[src/rtl/floatmul_arbiter.sv]
// floatmul_arbiter: round-robin arbiter that shares one pipelined float
// multiplier among NUM_REQ requesters. A fixed-latency tag pipeline routes
// each result back to the requester that issued the operation. A
// RUN/DRAIN/HALT state machine lets the block stop issuing and drain.
// Optional feature: define FLOATMUL_ARB_STATS_EN to add grant_cnt, one
// saturating 16-bit accept counter per requester.
//
// Handshake: a request is accepted in a cycle where req_valid[i] and
// req_ready[i] are both high. The accepted operands appear on mul_a/mul_b
// with mul_valid in that same cycle. The response is pushed on
// rsp_valid/rsp_data exactly MUL_LAT cycles later, and it cannot be stalled.
module floatmul_arbiter #(
  parameter int NUM_REQ = 4,
  parameter int DATA_W  = 32,
  parameter int MUL_LAT = 3
) (
  input  logic                        clk,
  input  logic                        rst,
  input  logic [NUM_REQ-1:0]          req_valid,
  input  logic [NUM_REQ*DATA_W-1:0]   req_a,
  input  logic [NUM_REQ*DATA_W-1:0]   req_b,
  output logic [NUM_REQ-1:0]          req_ready,
  output logic                        mul_valid,
  output logic [DATA_W-1:0]           mul_a,
  output logic [DATA_W-1:0]           mul_b,
  input  logic [DATA_W-1:0]           mul_res,
  output logic [NUM_REQ-1:0]          rsp_valid,
  output logic [DATA_W-1:0]           rsp_data,
  input  logic                        halt_req,
  output logic                        halted,
  output logic [1:0]                  fsm_state
`ifdef FLOATMUL_ARB_STATS_EN
  ,
  output logic [NUM_REQ*16-1:0]       grant_cnt
`endif
);

  localparam int IDX_W = $clog2(NUM_REQ);

  typedef enum logic [1:0] {
    RUN   = 2'd0,
    DRAIN = 2'd1,
    HALT  = 2'd2
  } state_t;

  state_t             state;
  logic [IDX_W-1:0]   ptr;
  logic [IDX_W-1:0]   gnt_idx;
  logic               gnt_found;
  logic               accept;
  logic [MUL_LAT-1:0] tag_v;
  logic [IDX_W-1:0]   tag_idx [MUL_LAT];
  logic               early_busy;

  assign fsm_state = state;

  // Round-robin search: first valid requester at or after the pointer.
  always_comb begin
    int cand;
    gnt_found = 1'b0;
    gnt_idx   = '0;
    cand      = 0;
    for (int off = 0; off < NUM_REQ; off++) begin
      cand = int'(ptr) + off;
      if (cand >= NUM_REQ) cand = cand - NUM_REQ;
      if (!gnt_found && req_valid[IDX_W'(cand)]) begin
        gnt_found = 1'b1;
        gnt_idx   = IDX_W'(cand);
      end
    end
  end

  // Grant and issue port; rst gates everything so outputs drop at once.
  always_comb begin
    accept    = gnt_found && (state == RUN) && !rst;
    req_ready = '0;
    mul_valid = accept;
    mul_a     = '0;
    mul_b     = '0;
    if (accept) begin
      req_ready[gnt_idx] = 1'b1;
      mul_a = req_a[int'(gnt_idx)*DATA_W +: DATA_W];
      mul_b = req_b[int'(gnt_idx)*DATA_W +: DATA_W];
    end
  end

  // Tag pipeline carrying {valid, owner}; it advances every cycle.
  always_ff @(posedge clk or posedge rst) begin
    if (rst) begin
      tag_v <= '0;
      for (int i = 0; i < MUL_LAT; i++) tag_idx[i] <= '0;
    end else begin
      tag_v[0]   <= accept;
      tag_idx[0] <= gnt_idx;
      for (int i = 1; i < MUL_LAT; i++) begin
        tag_v[i]   <= tag_v[i-1];
        tag_idx[i] <= tag_idx[i-1];
      end
    end
  end

  // Any op still behind the output stage? The output stage itself is
  // delivered in the current cycle, so it does not hold off HALT.
  always_comb begin
    early_busy = 1'b0;
    for (int i = 0; i < MUL_LAT - 1; i++) early_busy = early_busy | tag_v[i];
  end

  // Response routing from the last tag stage.
  always_comb begin
    rsp_valid = '0;
    rsp_data  = '0;
    if (tag_v[MUL_LAT-1]) begin
      rsp_valid[tag_idx[MUL_LAT-1]] = 1'b1;
      rsp_data = mul_res;
    end
  end

  // Round-robin pointer: moves past the granted index only on accept.
  always_ff @(posedge clk or posedge rst) begin
    if (rst) begin
      ptr <= '0;
    end else if (accept) begin
      if (gnt_idx == IDX_W'(NUM_REQ - 1)) ptr <= '0;
      else                                ptr <= gnt_idx + 1'b1;
    end
  end

  // RUN/DRAIN/HALT state machine with registered halted flag.
  always_ff @(posedge clk or posedge rst) begin
    if (rst) begin
      state  <= RUN;
      halted <= 1'b0;
    end else begin
      case (state)
        RUN: begin
          if (halt_req) state <= DRAIN;
        end
        DRAIN: begin
          if (!halt_req) begin
            state <= RUN;
          end else if (!early_busy) begin
            state  <= HALT;
            halted <= 1'b1;
          end
        end
        HALT: begin
          if (!halt_req) begin
            state  <= RUN;
            halted <= 1'b0;
          end
        end
        default: begin
          state  <= RUN;
          halted <= 1'b0;
        end
      endcase
    end
  end

`ifdef FLOATMUL_ARB_STATS_EN
  logic [15:0] cnt [NUM_REQ];

  // Per-requester accept counters, saturating at 0xFFFF.
  always_ff @(posedge clk or posedge rst) begin
    if (rst) begin
      for (int i = 0; i < NUM_REQ; i++) cnt[i] <= '0;
    end else if (accept && cnt[gnt_idx] != 16'hFFFF) begin
      cnt[gnt_idx] <= cnt[gnt_idx] + 16'd1;
    end
  end

  // Pack counters onto the flat output bus.
  always_comb begin
    grant_cnt = '0;
    for (int i = 0; i < NUM_REQ; i++) grant_cnt[i*16 +: 16] = cnt[i];
  end
`endif

endmodule

[config.mk]
export PLATFORM = sky130hd
export DESIGN_NAME = floatmul_arbiter
export DESIGN_NICKNAME = d
export VERILOG_FILES = /design/src/rtl/floatmul_arbiter.sv
export SDC_FILE = /design/constraint.sdc
export NUM_CORES = 1
export LEC_CHECK = 0
export ABC_AREA = 1
export BUFFER_PORTS_ARGS = -buffer_cell sky130_fd_sc_hd__buf_4
export CAP_MARGIN = 20
export CORE_AREA = 2 2 156 158
export CTS_CLUSTER_DIAMETER = 100
export DETAILED_ROUTE_END_ITERATION = 6
export DIE_AREA = 0 0 158 160
export HOLD_SLACK_MARGIN = 0.05
export MAX_ROUTING_LAYER = met4
export PLACE_DENSITY = 0.53
export SLEW_MARGIN = 20
export SYNTH_ARGS = -nofsm -noshare
export SYNTH_HDL_FRONTEND = slang
export SYNTH_SLANG_ARGS = --single-unit
[constraint.sdc]
create_clock -name clk -period 2.3 [get_ports clk]
set_input_delay 0.115 -clock clk [delete_from_list [all_inputs] [get_ports clk]]
set_output_delay 0.115 -clock clk [all_outputs]
set_load 0.05 [all_outputs]
# Word-level counts from Yosys, hierarchy flattened
# Cells that the tools add are included.
# totals
reg_bits,14
out_inout_bits,108
input_bits,295
word_cells,96
# classes
n_addsub,8
reduce_logical,14
bitwise,2
n_shift,2
n_lt_le_gt_ge,12
eq_ne,8
mux,43
# ops
operator,count
$shiftx A128 B8 Y32,2
$mux W32,3
$mux W2,13
$mux W1,17
$lt A2 B4 Y1 const B,4
$ge A3 B3 Y1 const B,3
$bmux W1 S2,4
$mux W4,2
$ne A2 B2 Y1 const B,4
$sub A2 B1 Y2 const B,4
$logic_and A1 B1 Y1,7
$add A2 B2 Y3 const B,2
$lt A2 B3 Y1 const B,2
$pmux W2 S3,1
$demux W1 S2,2
$eq A2 B2 Y1 const B,2
$ge A2 B1 Y1 const B,2
$logic_not A1 Y1,4
$reduce_and A4 Y1,1
$add A2 B1 Y3 const B,1
$ge A2 B3 Y1 const B,1
$ne A3 B3 Y1 const B,1
$pmux W1 S3,1
$reduce_and A3 Y1,1
other kinds (5),5

# Longest topological paths before layout
# Gate-level depths: netlist of the first run.
# depth
depth_word,20
ltp_mapped,14

# Worst setup path after synthesis of the first run
# OpenSTA, ideal clock, no wires.
# synth_timing
path_kind,register to output
start,register ptr[0]
end,output mul_a[0]
path_buffers,3
t_arrival_ns,2.318
stages_incl_launch_ff,13
setup_slack_ns,-0.133
cell_sequence,dfrtp_1 > buf_4 > nand2_1 > nand3_1 > nand2_2 > nor2_4 > nand3_2 > nand3_1 > nand2_1 > buf_2 > buf_4 > nand3_1 > a21oi_1
# synth_via
elab_chain_len,18
elab_cells_between_ends,45
classes_between,7 x add/sub; 4 x order compare; 1 x shift; 25 x mux; 8 x reduce/logical
# synth_rtl
element,line_no,rtl
"start, declared",47,logic [IDX_W-1:0] ptr;
"start signal, assigned",125,else ptr <= gnt_idx + 1'b1;
branches (longest 17 deep; another with $add A2 B1 Y3),--,
$mux W32 *,80,if (accept) begin
"end, declared",24,"output logic [DATA_W-1:0] mul_a,"
# Every way passes the cells marked *. The select of a mux whose other input is x is not followed.

# Worst setup path after layout of the first run
# layout_timing
start,register ptr[0]
end,output mul_b[30]
# layout_via
elab_chain_len,18
elab_cells_between_ends,45
classes_between,7 x add/sub; 4 x order compare; 1 x shift; 25 x mux; 8 x reduce/logical
# layout_rtl
element,line_no,rtl
branches (longest 17 deep; another with $add A2 B1 Y3),--,
$mux W32 *,80,
"end, declared",25,"output logic [DATA_W-1:0] mul_b,"
# Marked as above.

==> reports/qor.yml, run 1 <==
setup_path:
  crit_path_start_kind: "register"
  crit_arrival_ns: 2.44
  slowest_stage: "dfrtp_2"
  r2r_slack_ns: 0.08
  crit_fanout: 8
  rr_endpoint: "ptr[1]"
  timing.rr.start: "ptr[0]"
  crit_family: "simple AND/OR/NAND/NOR gates"
  cp-end-kind: "primary output"
  critical_path_class: "reg -> out"
  crit_path_frequent_cell: "nand2_2"
  cp.depth: 14
  crit_required_ns: 2.18
  crit_chain: "inv_4, nand2_1, nand2_2, nand2_2, nand2_2, nor2_1, nor2_2, nand2_8, buf_6, bufbuf_16, nand3b_1, nand3_2, a21oi_2, buf_6"
  reg2reg_depth: 13
  critPathBufInv: 4
  cpPeakStageDelay_ns: 0.46
min_path:
  hold_path_class: "in -> reg"
  holdPathEnd: "halted"
  hold_path_depth: 4
  hp-start: "halt_req"
detailed_routing:
  vias: 6993
  antenna_left: 0
  viasPerCell: 4.33
  drtPass1Iterations: 4
  first_iter_violations: 251
  drc: 0
  routed_wl_um: 24400
  avgRoutedWirePerCell_um: 15.1
clock_tree:
  path_clk_slew_ns: 0.04
  cts_made_buffers: 3
  root_buffer: "clkbuf_16"
  clock_latency_ns: 0.24
  h-tree-depth: 1
  cts_tree: "built"
  cts_sinks: 14
  cts_buffer_depth: 2
floorplan:
  coreArea_mm2: 0.0238
  die_w_um: 158
  initial_core_util_pct: 18.6
  rows: 57
  num_io_pins: 403
  die_y_um: 160
  dieArea_mm2: 0.0253
grt:
  grt_pass1_vias: 6733
  grt_usage_pct: 18.0
  grt_max_degree: 42
  grt_pass1_wl_um: 34900
  overflow: 0
  antenna_found_initial: 0
sta:
  hold_ws_ns: 0.141
  drv_slew: 0
  slew_headroom_pct: 76.6
  fmaxAchievable_mhz: 391
  worstMarginPinSlew_ns: 0.349
  final.min_clock_period_ns: 2.56
  hold_violations: 0
  setup_viol: 68
  fin_crit_sh_pct: 111
  grt_setup_unrepaired: "yes"
  postLayoutSetupSlackWorst_ns: -0.257
  fin_skew_ns: 0.00181
yosys:
  netlist_area_mm2: 0.00443
  syn_nets: 1185
  ys_warn_count: 0
  ys_seq_area_share_pct: 7.90
  synth-edff-count: 0
  synthFlopType: "dfrtp_1"
  synthCells: 886
  ys_seq_elements: 14
  async_flop_share_pct: 100
  yosys.cell_types.count: 23
  syn_avg_cell_area_um2: 5.00
cells_and_area:
  area_growth_syn_to_layout_pct: 114
  multi_input_area_mm2: 0.00338
  final_layout_size_suffix_gt1_share_pct: 48.3
  fill_cells: 2599
  post-route-util_pct: 39.8
  insertedDiodeCount: 0
  final_cells: 1616
  regArea_um2: 353
  finalNetCount: 1593
placed_design:
  dp_hpwl_um: 17400
  globalplace.congestion: 0.851
  io_buffer_count: 402
  place_inst: 1579
run:
  drv_cap: 0
run_status:
  violations: "setup timing"
  status: "finished with violations"
[cell usage in the layout (no fill, tap or decap), types with 4 or more instances in the layout]
cell type	n
nor2_2	4
nand3b_1	65
nand2_1	168
a21oi_2	63
clkbuf_16	7
buf_12	17
buf_6	77
inv_1	240
buf_4	360
nand2_4	8
nand2_2	25
nand3_1	162
nand3_2	35
nor3_1	5
dfrtp_1	12
ha_1	4
buf_16	7
nor2_1	5
[cell usage after synthesis, types with 5 or more instances]
cell | number | area share, %
a21oi_1 | 65 | 7.3
buf_2 | 23 | 2.6
buf_4 | 12 | 2.0
buf_6 | 11 | 2.8
clkbuf_1 | 21 | 1.8
dfrtp_1 | 14 | 7.9
inv_1 | 242 | 20
nand2_1 | 199 | 17
nand3_1 | 199 | 22
nand3b_1 | 65 | 11
nor2_1 | 9 | 0.76
nor3_1 | 5 | 0.56
[worst max-delay path by stage]
stage	start	endpoint
final	ptr[0]	mul_b[30]
after CTS	ptr[0]	mul_b[5]
after detailed placement	ptr[0]	mul_b[3]
after floorplan	ptr[0]	req_ready[0]
after global placement	ptr[0]	mul_b[25]
after global routing	ptr[0]	mul_b[30]
[what timing repair did]
action                     CTS  global route
hold buffers                 1             0
buffers inserted            17             6
hold endpoints to repair    14             0
resized for setup          134            61
setup endpoints to repair   69            70
gates cloned                 7             4
pin swaps                   26            20
[tightest hold or removal path: stages]
cell     delay, ns
buf_4         0.09
nand2_1       0.04
nand3_1       0.06
nand2_1       0.04
[metal layers]
metal / vias up / GRT usage [%] / part of all wire (%)
met4: 0 / 4.34 / 1.9
met5: - / - / 0
met2: 303 / 32.3 / 50
met1: 3146 / 21.0 / 41
li1: 3515 / - / -
met3: 29 / 2.31 / 7.2
[logic make-up after synthesis]
group	synth area share [%]
buf+inv	30.0
fa+ha+maj	1.13
compound gates	7.93
flops	7.90
simple gates	53.0
[through the flow]
| stage | worst slack, ns | area, µm² | setup TNS [ns] |
|---|---|---|---|
| 6_report | -0.257 | 9470 | -11.92 |
| 5_1_grt | -0.370 | 9470 | -20.80 |
| 4_1_cts | -0.231 | 9080 | -10.65 |
| 3_5_place_dp | -0.0884 | 8140 | -0.799 |
| 3_3_place_gp | -0.0767 | 8140 | -0.267 |
| 2_1_floorplan | 0.0161 | 4680 | 0 |
[flip-flops by register name (all words and copies together), names as in the netlist]
| signal | count |
|---|---|
| tag_idx | 6 |
| tag_v | 3 |
| fsm_state | 2 |
| ptr | 2 |
| halted | 1 |
[area by class of cell]
cell class              count  share of cell area, %
flip-flops and latches     14                   3.72
repair buffers            471                   45.6
multi-input cells         559                   35.6
clock buffers               3                  0.792
inverters                 245                   9.92
well taps                 324                   4.28
Power of run 1 is not shown: default switching activity piles up to over one toggle a cycle in this logic, so the estimate is an artifact.
==> run 2: changes to the inputs <==
Settings changed: ABC_AREA 1 to 0, PLACE_DENSITY 0.53 to 0.45.
==> run 2 against run 1 <==
  * Critical path depth shrank 5
  * Cell count shrank 34%
  * Routed wire length down 22%
  * Fmax up 13%
  * The flow now finishes without violations
  * Area after synthesis fell by 39%
  * Synthesized cell count down 65%
  * Utilization increased by 0.71 points
==> reports/qor.yml, run 2 <==
clock_tree:
  root_buffer: "clkbuf_16"
  cts_made_buffers: 3
  h-tree-depth: 1
  clock_latency_ns: 0.24
  path_clk_slew_ns: 0.05
  cts_sinks: 14
  cts_buffer_depth: 2
  cts_tree: "built"
detailed_routing:
  viasPerCell: 4.07
  avgRoutedWirePerCell_um: 17.7
  vias: 4364
  routed_wl_um: 19000
  first_iter_violations: 136
  drtPass1Iterations: 4
  drc: 0
  antenna_left: 0
sta:
  hold_violations: 0
  slew_headroom_pct: 50.0
  postLayoutSetupSlackWorst_ns: 0.0325
  fmaxAchievable_mhz: 441
  grt_setup_unrepaired: "yes"
  worstMarginPinSlew_ns: 0.750
  drv_slew: 0
  fin_crit_sh_pct: 98.6
  final.min_clock_period_ns: 2.27
  fin_skew_ns: 0.00134
  hold_ws_ns: 0.136
  setup_viol: 0
setup_path:
  r2r_slack_ns: 0.33
  crit_path_frequent_cell: "buf_6"
  crit_required_ns: 2.18
  crit_chain: "inv_2, a21oi_4, a2bb2oi_4, buf_6, buf_12, clkbuf_16, mux2i_4, o22ai_4, buf_6"
  crit_path_start_kind: "register"
  slowest_stage: "dfrtp_1"
  reg2reg_depth: 8
  crit_fanout: 8
  cp-end-kind: "primary output"
  cpPeakStageDelay_ns: 0.41
  crit_arrival_ns: 2.15
  rr_endpoint: "ptr[1]"
  critical_path_class: "reg -> out"
  timing.rr.start: "ptr[0]"
yosys:
  async_flop_share_pct: 100
  syn_nets: 608
  yosys.area.top_type: "mux2i_1"
  synthCells: 309
  netlist_area_mm2: 0.00270
  yosys.cell_types.count: 27
  synthTopCellsByCount: "130 x mux2i_1, 64 x o22ai_1, 36 x and2_1"
  ys_seq_elements: 14
  syn_avg_cell_area_um2: 8.73
  synth_top_cell_area_share_pct: 48.2
  synthFlopType: "dfrtp_1"
  ys_seq_area_share_pct: 13.0
  ys_warn_count: 0
  yosysMostFrequentCell: "mux2i_1"
  synth-edff-count: 0
  synth_area_leaders: "mux2i_1 48%, o22ai_1 15%, dfrtp_1 13%, and2_1 8.3%, buf_2 4.3%"
cells_and_area:
  largest_register_ffs: 6
  finalNetCount: 1049
  final_common_cell: "buf_4"
  top_register: "tag_idx"
  largestRegisters: "tag_idx x6, tag_v x3"
  insertedDiodeCount: 0
  final_cell_mix: "370 x buf_4, 111 x mux2i_4, 61 x o22ai_4"
  area_growth_syn_to_layout_pct: 257
  final_layout_size_suffix_gt1_share_pct: 89.5
  final_cells: 1073
run:
  drv_cap: 0
placed_design:
  dp_hpwl_um: 15000
  place_worst_setup_slack_ns: 0.129
  place_inst: 1037
  globalplace.congestion: 0.769
  io_buffer_count: 402
floorplan:
  die_w_um: 158
  initial_core_util_pct: 11.3
  die_y_um: 160
  rows: 57
  dieArea_mm2: 0.0253
  coreArea_mm2: 0.0238
  num_io_pins: 403
grt:
  antenna_found_initial: 0
  grt_pass1_vias: 4581
  grt_usage_pct: 14.0
  grt_max_degree: 37
  grt_pass1_wl_um: 26400
  overflow: 0
pwr:
  powerDensity_mw_per_mm2: 830
  power.leakage_nw: 3.84
  ir_worst_vdd_mv: 0.399
min_path:
  hold_path_class: "in -> reg"
  hp-start: "halt_req"
  holdPathEnd: "fsm_state[1]"
  hold_path_depth: 2
run_status:
  status: "complete, no violations"
-- run 2: cell count changes after synthesis, moves of 63 or more --
cell and delta:
nand2_1 -196, o22ai_1 +64, mux2i_1 +130, nand3_1 -199, inv_1 -237, nand3b_1 -63
-- run 2: metrics by stage --
stage	cell area, µm²	setup TNS, ns	util (%)	power, W
after floorplan	3650	-8.96	-	0.00377
after global placement	7300	0	30.6	0.00530
after detailed placement	7300	0	30.6	0.00529
after CTS	8180	-1.17	34.4	0.00658
after global routing	9640	-1.04	40.5	0.00835
final	9640	0	40.5	0.00800
-- run 2: how the worst max path moves through the flow --
stage                            start         to  slack, ns  cells after the start
after floorplan           fsm_state[0]   mul_a[0]      -0.15                      5
after global placement          ptr[1]  mul_a[28]       0.15                      8
after detailed placement        ptr[0]  mul_a[28]       0.13                      8
after CTS                       ptr[0]   mul_a[7]      -0.06                      9
after global routing            ptr[1]  mul_b[28]      -0.06                      9
final                           ptr[0]  mul_b[30]       0.03                      9
-- run 2: report_power, final --
| group | total [W] | switching [W] | internal (W) |
|---|---|---|---|
| Sequential | 0.000395 | 0.0000722 | 0.000323 |
| Clock | 0.000364 | 0.000100 | 0.000263 |
| Combinational | 0.00724 | 0.00351 | 0.00373 |
| Total | 0.00800 | 0.00368 | 0.00432 |
-- run 2: area by class of cell --
type                            instances  area (µm²)
Fill cell                            2319       14200
Multi-Input combinational cell        260        4500
Timing Repair Buffer                  466        4270
Tap cell                              324         405
Sequential cell                        14         354
Clock buffer                            4        88.8
Inverter                                5        18.8
-- run 2: cells by family (layout without fill, tap and decap cells) --
kind of cell | Yosys count | after routing | synth area share, %
AOI/OAI and AO/OA | 71 | 71 | 16.6
DFF | 14 | 14 | 13.0
buffers and inverters | 35 | 475 | 6.49
adders and majority gates | 4 | 4 | 1.85
and+or+nand+nor | 54 | 54 | 13.4
muxes | 131 | 131 | 48.6
-- run 2: layer usage --
layer | share of wire, % | GRT usage, %
met3 | 7.4 | 2.23
met2 | 55 | 25.5
met1 | 36 | 16.3
met4 | 1.2 | 2.25
met5 | 0 | -
-- run 2: what timing repair did --
action	in CTS	in global routing
setup endpoints to repair	64	68
cloned	3	8
hold endpoints to repair	14	0
pin swaps	1	35
buffers inserted	6	15
resized for setup	127	206
hold buffers	1	0
-- run 2: worst max-delay path, delay by kind of cell (launching register included) --
kind                   cells  cell delay [ns]
muxes                      1             0.26
buffers and inverters      5             0.76
DFF                        1             0.41
AOI/OAI and AO/OA          3             0.46
Note: power is estimated with default switching activity, not from simulation.
